--- src/rtl/mvm_stream_driver_if.sv ---
// Host byte-load port of the MVM stream driver.
// The host drives valid/data; the driver returns ready.
interface mvm_stream_driver_if #(
  parameter int WIDTH_IN = 8
);
  logic                ld_valid;
  logic [WIDTH_IN-1:0] ld_data;
  logic                ld_ready;

  modport master (
    output ld_valid,
    output ld_data,
    input  ld_ready
  );

  modport slave (
    input  ld_valid,
    input  ld_data,
    output ld_ready
  );
endinterface

--- src/rtl/mvm_stream_driver.sv ---
// Buffers one x/A job, streams it to the serial MVM engine,
// then captures the serial y results into a host-readable file.
module mvm_stream_driver #(
  parameter int N_IN       = 20,
  parameter int N_OUT      = 4,
  parameter int WIDTH_IN   = 8,
  parameter int WIDTH_OUT  = 16,
  parameter int OUT_OFFSET = 1,
  parameter int TIMEOUT    = 64
) (
  input  logic                 clk,
  input  logic                 reset,
  mvm_stream_driver_if.slave   ld,
  input  logic                 go,
  output logic                 mvm_start,
  output logic [WIDTH_IN-1:0]  mvm_data,
  input  logic                 mvm_done,
  input  logic [WIDTH_OUT-1:0] mvm_dout,
  output logic                 busy,
  output logic                 res_valid,
  input  logic [1:0]           res_addr,
  output logic [WIDTH_OUT-1:0] res_data,
  output logic                 timeout_err
);

  localparam int CW   = $clog2(N_IN + 1);
  localparam int IW   = $clog2(N_IN);
  localparam int OW   = $clog2(N_OUT);
  localparam int TMAX = (TIMEOUT > OUT_OFFSET) ? TIMEOUT : OUT_OFFSET;
  localparam int TW   = $clog2(TMAX + 1);

  typedef enum logic [2:0] {
    S_IDLE, S_START, S_STREAM, S_WAIT, S_SKIP, S_CAPTURE
  } state_e;

  state_e state_q, state_d;
  logic [CW-1:0] count_q, count_d;
  logic [IW-1:0] idx_q, idx_d;
  logic [TW-1:0] tmr_q, tmr_d;
  logic [WIDTH_IN-1:0] data_q, data_d;
  logic res_valid_q, res_valid_d;
  logic terr_q, terr_d;
  logic [N_OUT-1:0][WIDTH_OUT-1:0] res_q, res_d;
  logic [WIDTH_IN-1:0] mem_q [N_IN];
  logic mem_we;
  logic ld_ready_c;
  logic [IW-1:0] idx_nxt;

  assign ld_ready_c = (state_q == S_IDLE) &&
                      (count_q < CW'(N_IN));
  assign idx_nxt = idx_q + IW'(1);

  always_comb begin
    state_d     = state_q;
    count_d     = count_q;
    idx_d       = idx_q;
    tmr_d       = tmr_q;
    data_d      = data_q;
    res_valid_d = res_valid_q;
    terr_d      = terr_q;
    res_d       = res_q;
    mem_we      = 1'b0;
    unique case (state_q)
      S_IDLE: begin
        if (ld.ld_valid && ld_ready_c) begin
          mem_we  = 1'b1;
          count_d = count_q + CW'(1);
        end
        // go is judged against the count before this edge
        if (go && count_q == CW'(N_IN)) begin
          state_d     = S_START;
          res_valid_d = 1'b0;
          terr_d      = 1'b0;
        end
      end
      S_START: begin
        state_d = S_STREAM;
        idx_d   = '0;
        data_d  = mem_q[0];
      end
      S_STREAM: begin
        if (idx_q == IW'(N_IN - 1)) begin
          state_d = S_WAIT;
          tmr_d   = '0;
        end else begin
          idx_d  = idx_nxt;
          data_d = mem_q[idx_nxt];
        end
      end
      S_WAIT: begin
        if (mvm_done) begin
          tmr_d   = '0;
          idx_d   = '0;
          state_d = (OUT_OFFSET == 1) ? S_CAPTURE : S_SKIP;
        end else if (tmr_q == TW'(TIMEOUT - 1)) begin
          state_d     = S_IDLE;
          terr_d      = 1'b1;
          res_valid_d = 1'b0;
          count_d     = '0;
        end else begin
          tmr_d = tmr_q + TW'(1);
        end
      end
      S_SKIP: begin
        if (tmr_q == TW'(OUT_OFFSET - 2)) begin
          state_d = S_CAPTURE;
        end else begin
          tmr_d = tmr_q + TW'(1);
        end
      end
      S_CAPTURE: begin
        res_d[idx_q[OW-1:0]] = mvm_dout;
        if (idx_q == IW'(N_OUT - 1)) begin
          state_d     = S_IDLE;
          res_valid_d = 1'b1;
          count_d     = '0;
        end else begin
          idx_d = idx_nxt;
        end
      end
      default: state_d = S_IDLE;
    endcase
  end

  always_ff @(posedge clk) begin
    if (!reset) begin
      state_q     <= S_IDLE;
      count_q     <= '0;
      idx_q       <= '0;
      tmr_q       <= '0;
      data_q      <= '0;
      res_valid_q <= 1'b0;
      terr_q      <= 1'b0;
      res_q       <= '0;
    end else begin
      state_q     <= state_d;
      count_q     <= count_d;
      idx_q       <= idx_d;
      tmr_q       <= tmr_d;
      data_q      <= data_d;
      res_valid_q <= res_valid_d;
      terr_q      <= terr_d;
      res_q       <= res_d;
    end
  end

  always_ff @(posedge clk) begin
    if (mem_we) begin
      mem_q[count_q] <= ld.ld_data;
    end
  end

  assign ld.ld_ready  = ld_ready_c;
  assign mvm_start    = (state_q == S_START);
  assign mvm_data     = data_q;
  assign busy         = (state_q != S_IDLE);
  assign res_valid    = res_valid_q;
  assign res_data     = res_q[res_addr];
  assign timeout_err  = terr_q;

endmodule

--- src/flat_wrapper.sv ---
// flat-port wrapper written by rule: the top's interface ports become plain ports
module mvm_stream_driver_flat 
#(
  parameter int N_IN       = 20,
  parameter int N_OUT      = 4,
  parameter int WIDTH_IN   = 8,
  parameter int WIDTH_OUT  = 16,
  parameter int OUT_OFFSET = 1,
  parameter int TIMEOUT    = 64
)
  (clk, reset, go, mvm_start, mvm_data, mvm_done, mvm_dout, busy, res_valid, res_addr, res_data, timeout_err, ld_ld_valid, ld_ld_data, ld_ld_ready);
  mvm_stream_driver_if #(.WIDTH_IN(WIDTH_IN)) ld_i ();
  input  logic clk;
  input  logic reset;
  input  logic go;
  output logic mvm_start;
  output logic [WIDTH_IN-1:0] mvm_data;
  input  logic mvm_done;
  input  logic [WIDTH_OUT-1:0] mvm_dout;
  output logic busy;
  output logic res_valid;
  input  logic [1:0] res_addr;
  output logic [WIDTH_OUT-1:0] res_data;
  output logic timeout_err;
  input wire logic [$bits(ld_i.ld_valid)-1:0] ld_ld_valid;
  input wire logic [$bits(ld_i.ld_data)-1:0] ld_ld_data;
  output wire logic [$bits(ld_i.ld_ready)-1:0] ld_ld_ready;
  assign ld_i.ld_valid = ld_ld_valid;
  assign ld_i.ld_data = ld_ld_data;
  assign ld_ld_ready = ld_i.ld_ready;
  mvm_stream_driver #(.N_IN(N_IN), .N_OUT(N_OUT), .WIDTH_IN(WIDTH_IN), .WIDTH_OUT(WIDTH_OUT), .OUT_OFFSET(OUT_OFFSET), .TIMEOUT(TIMEOUT)) u_core (.clk(clk), .reset(reset), .ld(ld_i), .go(go), .mvm_start(mvm_start), .mvm_data(mvm_data), .mvm_done(mvm_done), .mvm_dout(mvm_dout), .busy(busy), .res_valid(res_valid), .res_addr(res_addr), .res_data(res_data), .timeout_err(timeout_err));
endmodule
--- config.mk ---
export PLATFORM = sky130hd
export DESIGN_NAME = mvm_stream_driver_flat
export DESIGN_NICKNAME = d
export VERILOG_FILES = /design/src/rtl/mvm_stream_driver_if.sv /design/src/rtl/mvm_stream_driver.sv /design/src/flat_wrapper.sv
export SDC_FILE = /design/constraint.sdc
export NUM_CORES = 1
export LEC_CHECK = 0
export ABC_AREA = 0
export BUFFER_PORTS_ARGS = -buffer_cell sky130_fd_sc_hd__buf_2
export CAP_MARGIN = 20
export CORE_MARGIN = 4
export CORE_UTILIZATION = 55
export DETAILED_ROUTE_END_ITERATION = 10
export GPL_TIMING_DRIVEN = 0
export PLACE_DENSITY = 0.76
export SLEW_MARGIN = 20
export SYNTH_ARGS = -nofsm -noshare
export SYNTH_HDL_FRONTEND = slang
export SYNTH_SLANG_ARGS = --single-unit
--- constraint.sdc ---
create_clock -name clk -period 2.34 [get_ports clk]
set_input_delay 0.468 -clock clk [delete_from_list [all_inputs] [get_ports clk]]
set_output_delay 0.468 -clock clk [all_outputs]
set_load 0.01 [all_outputs]
# [After elaboration in Yosys (flattened, before gate mapping)]
# Memory sizes are Yosys's and may differ from the RTL's.
# Cells that the tools add are included.
[word_totals] ram_bits=160 word_cells=100 reg_bits=94 out_inout_bits=29 in_bits=31 n_memories=1
[memory_table] name="u_core.mem_q" depth=20 width=8 read_ports=2 rd_ports_with_merged_regs=0 wr=1 line_no="mvm_stream_driver.sv:44" rtl="logic [WIDTH_IN-1:0] mem_q [N_IN];"
[classes] add_sub_neg=3 mux=40 n_eq_ne=23 reduce_logical=18 order_cmp=4
[op_table] op="$bwmux 64" n=1
[op_table] op="$mux 5" n=7
[op_table] op="$bmux 16 s2" n=1
[op_table] op="$demux 16 s2" n=1
[op_table] op="$mux 16" n=2
[op_table] op="$mux 7" n=4
[op_table] op="$pmux 7 s3" n=1
[op_table] op="$pmux 5 s4" n=1
[op_table] op="$mux 3" n=6
[op_table] op="$pmux 3 s6" n=1
[op_table] op="$pmux 8 s2" n=1
[op_table] op="$pmux 5 s3" n=1
[op_table] op="$reduce_and 5->1" n=3
[op_table] op="$ne 2x2->1 const B" n=7
[op_table] op="$reduce_and 4->1" n=3
[op_table] op="$add 5x1->5 const B" n=2
[op_table] op="$eq 5x5->1 const B" n=2
[op_table] op="$mux 1" n=10
[op_table] op="$reduce_bool 3->1" n=3
[op_table] op="$mux 8" n=1
[op_table] op="$ne 2x1->1 const B" n=4
[op_table] op="$add 7x1->7 const B" n=1
[op_table] op="$eq 7x6->1 const B" n=1
[op_table] op="$eq 7x7->1 const B" n=1
[op_table] op="16 further kinds" n=23

# [Depth between registers and ports, before layout]
[depth] word_depth=7 ltp_mapped=11 depth_no_buf=7

# [Least setup slack after synthesis]
# No wires, ideal clock.
[synth_path] path_kind="reg-to-reg" from="register u_core.idx_q[0]" to="register u_core.data_q[2] (netlist: u_core.mvm_data[2])" path_buffers=4 setup_ns=0.115 path_stages_with_launch=11 setup_slack_ns=-0.043 arrival_ns=2.268 required_time_ns=2.225 period_less_slack_ns=2.383 cell_sequence="dfxtp_1 > buf_4 > buf_4 > inv_1 > ha_1 > clkbuf_1 > clkbuf_1 > mux4_2 > mux2i_1 > a21oi_1 > o21a_1"
[synth_via] elab_chain_cells=4 word_cells_on_any_way=7 classes_between="add/sub (1); eq/ne (2); mux (2); reduce/logical (1); memory (1)"
[synth_lines] item="start, declared" line_no="mvm_stream_driver.sv:38" rtl="logic [IW-1:0] idx_q, idx_d;"
[synth_lines] item="start signal, assigned" line_no="mvm_stream_driver.sv:138" rtl="idx_q <= idx_d;"
[synth_lines] item="$add 5x1->5" line_no="mvm_stream_driver.sv:51" rtl="assign idx_nxt = idx_q + IW'(1);"
[synth_lines] item="$mem_v2 20x8"
[synth_lines] item="$mux 8" line_no="mvm_stream_driver.sv:82" rtl="if (idx_q == IW'(N_IN - 1)) begin"
[synth_lines] item="$pmux 8 s2" line_no="mvm_stream_driver.sv:63" rtl="unique case (state_q)"
[synth_lines] item="end signal, assigned" line_no="mvm_stream_driver.sv:140" rtl="data_q <= data_d;"
[synth_lines] item="end, declared" line_no="mvm_stream_driver.sv:40" rtl="logic [WIDTH_IN-1:0] data_q, data_d;"
# Parallel ways exist; a longest one is shown, timed or not. The select of a mux whose other input is x is not followed.
# A chain may end at the register's enable or synchronous reset.

# [Final worst setup path]
[layout_path] from="register u_core.idx_q[0]" to="register u_core.data_q[4] (netlist: u_core.mvm_data[4])"
# The elaborated chain is that of the path after synthesis.

==> flow_summary.json <==
{
  "cp_cell_sequence": "buf_6 -> buf_6 -> inv_1 -> ha_4 -> buf_6 -> mux4_2 -> mux2i_1 -> o21ai_0 -> o21a_1",
  "drtIter0Drc": 577,
  "dieArea_um2": 21900,
  "layout.area.seq_um2": 6690,
  "switching_share_pct": 20.7,
  "antenna_found_initial": 0,
  "clockPowerShare_pct": 45.4,
  "first_pass_iters": 5,
  "synthMostInstantiatedCell": "edfxtp_1",
  "crit_path_end_kind": "flop",
  "rsz0062_at_grt": "false",
  "postRouteAntennaNets": 0,
  "wirelength_mm": 24.8,
  "cp.arrival_ps": 2670,
  "ios": 60,
  "hold_class": "in2reg",
  "r2r-start": "u_core.idx_q[0]",
  "switching_power_uw": 1910,
  "crit_type": "reg2reg",
  "p_leak_uw": 0.00419,
  "design.core.area_um2": 19000,
  "crit_path_max_incr_delay_ps": 370,
  "critPathTopFamily": "multiplexers",
  "yosys.area.top_type_share_pct": 44.5,
  "fin_nets": 949,
  "reg2reg_depth": 9,
  "crit_required_ps": 2760,
  "grt_pass1_wl_mm": 38.6,
  "maxSlewViolCount": 0,
  "wl_per_cell_um": 20.9,
  "avgViaCountPerCell": 5.84,
  "multi_input_area_um2": 4070,
  "synth.avg_cell_area_um2": 13.2,
  "start_util_pct": 56.8,
  "clockRootBuffer": "clkbuf_16",
  "ys_top_cells_by_count": "edfxtp_1, nand2_1, dfxtp_1, a21boi_0, mux4_2",
  "r2r_setup_slack_ps": 90,
  "synth_top_area_cell": "edfxtp_1",
  "grt_util_all_layers_pct": 22.4,
  "num-fill-cells": 1380,
  "clk_pin_slew_ps": 60,
  "drive_gt1_share_pct": 26.0,
  "die_y_um": 148,
  "reg2reg_to": "u_core.mvm_data[4]",
  "fin_crit_ps": 2250,
  "cp-startpoint": "u_core.idx_q[0]",
  "rows": 50,
  "clock_skew_ps": 22.8,
  "syn_to_final_growth_pct": 17.2,
  "grt_pass1_vias": 6827,
  "die_w_um": 148,
  "port_buffers": 57,
  "syn_area_um2": 10800,
  "ys_top_cells_by_area": "edfxtp_1, dfxtp_1, mux4_2",
  "clkLatencyLatePin_ps": 540,
  "hold_viol_final": 0,
  "post-place-ws_ps": -642,
  "path_buf_inv": 4,
  "status": "complete, no violations",
  "cts_tree": "built",
  "worst-path-max-fanout": 10,
  "crit_end": "u_core.mvm_data[4]",
  "synth_seq_cells": 254,
  "overflow": 0,
  "yosysSeqAreaShare_pct": 61.9,
  "gp_congestion": 0.907,
  "dp_cells": 1134,
  "max_freq_ghz": 0.445,
  "finalCritPeriodShare_pct": 96.1,
  "numCtsBuffers": 27,
  "synth_edf_count": 160,
  "cts_max_path_buffers": 3,
  "p_per_area_nw_per_um2": 729,
  "seq_power_share_pct": 51.9,
  "setup-tns-final_ps": 0,
  "syn_inst": 817,
  "async_flop_share_pct": 0,
  "dp_hpwl_mm": 15.9,
  "ys.flop_type": "edfxtp_1",
  "slew_headroom_pct": 52.8,
  "grt_max_degree": 21,
  "diodes": 0,
  "cp_common_cell": "buf_6",
  "synth_cell_types": 58,
  "htree_levels": 1,
  "final_cells": 1190,
  "drc": 0,
  "setup_slack_ps": 90.4,
  "pwr-share-comb_pct": 2.7,
  "critical_path_depth": 9,
  "cpMaxStageDelayCell": "dfxtp_2",
  "maxCapViolations": 0,
  "peakVddDrop_uv": 608,
  "worst_setup_path_start_kind": "flop",
  "vias": 6951,
  "setup_viol": 0,
  "clock-sinks": 254,
  "power.internal_uw": 7320,
  "synth_nets": 857,
  "yosys_warnings": 0,
  "tightest_slew_ps": 708
}
## cells by family (layout without fill, tap and decap cells)
group | Yosys count | after routing | share of synthesized area [%]
AO/OA/AOI/OAI | 150 | 150 | 9.35
XOR/XNOR | 6 | 6 | 0.556
adder cells (fa/ha/maj) | 9 | 9 | 1.04
multiplexers | 74 | 74 | 13.4
AND/OR/NAND/NOR | 264 | 264 | 11.2
buffers and inverters | 60 | 173 | 2.57
flip-flops | 254 | 254 | 61.9
## cell type report
| cell class | count | share of cell area [%] |
|---|---|---|
| inverters | 8 | 0.257 |
| well taps | 260 | 2.57 |
| multi-input cells | 503 | 32.1 |
| repair buffers | 65 | 3.22 |
| plain buffers | 50 | 2.14 |
| clock inverters | 17 | 1.33 |
| flip-flops and latches | 254 | 52.8 |
| clock buffers | 33 | 5.51 |
## worst min-delay path: stages
cell and delay [ps]:
buf_2 120, nand2_1 50, a21boi_1 50
## cell usage in the layout (no fill, tap or decap), drive strengths merged, types with 26 or more instances in the layout
cell | netlist | final
nand2 | 151 | 151
buf | 26 | 92
mux4 | 56 | 56
edfxtp | 160 | 160
a21boi | 64 | 64
nor2 | 43 | 43
clkbuf | 26 | 56
a21oi | 29 | 29
dfxtp | 94 | 94
o21ai | 26 | 26
## per-stage QoR
stage               util (%)  hold slack [ps]  power, uW  cell area, um^2
CTS                     65.6              206       9260            12500
detailed placement      60.0              451       5120            11400
floorplan                  -              432       4990            10800
global route            66.6              209       9500            12700
finish                  66.6              221       9230            12700
global placement        60.0              443       5110            11400
## power by group through the flow
| stage | registers [uW] | clock network, uW | logic, uW |
|---|---|---|---|
| floorplan | 4890 | 0 | 98.2 |
| global placement | 4890 | 0 | 219 |
| CTS | 4790 | 4230 | 235 |
| finish | 4790 | 4190 | 250 |
| global route | 4790 | 4430 | 268 |
| detailed placement | 4890 | 0 | 225 |
## registers in the layout, summed over array words and instances (netlist names)
name and count:
u_core.mem_q 160, u_core.state_q 3, u_core.idx_q 5, u_core.timeout_err 1, u_core.count_q 5, u_core.res_valid 1, u_core.mvm_data 8, u_core.tmr_q 7
u_core.res_q 64
## what timing repair did
action / in CTS / in global routing
setup buffers: 3 / 5
gates resized for setup: 49 / 21
pin swaps: 2 / 10
hold buffers: 0 / 0
setup endpoints to repair: 155 / 177
## routing by layer
metal  vias to the layer above  routed length [um]  GRT usage (%)  share of wire [%]
met5                         -                   0              0                  0
met1                      3450               10400           31.0                 42
met4                         0                 677           7.53                2.7
li1                       3213                   -              -                  -
met2                       240               12300           37.1                 50
met3                        48                1450           3.05                5.8
## worst min path at each step
stage	from	endpoint	cells after the start
final	mvm_dout[11]	u_core.res_q[11]	3
after global routing	mvm_dout[11]	u_core.res_q[11]	3
after CTS	mvm_dout[11]	u_core.res_q[11]	3
after detailed placement	u_core.res_q[61]	u_core.res_q[61]	2
after global placement	u_core.res_q[11]	u_core.res_q[11]	2
after floorplan	u_core.res_q[50]	u_core.res_q[50]	2
(Power assumes the default switching activity.)
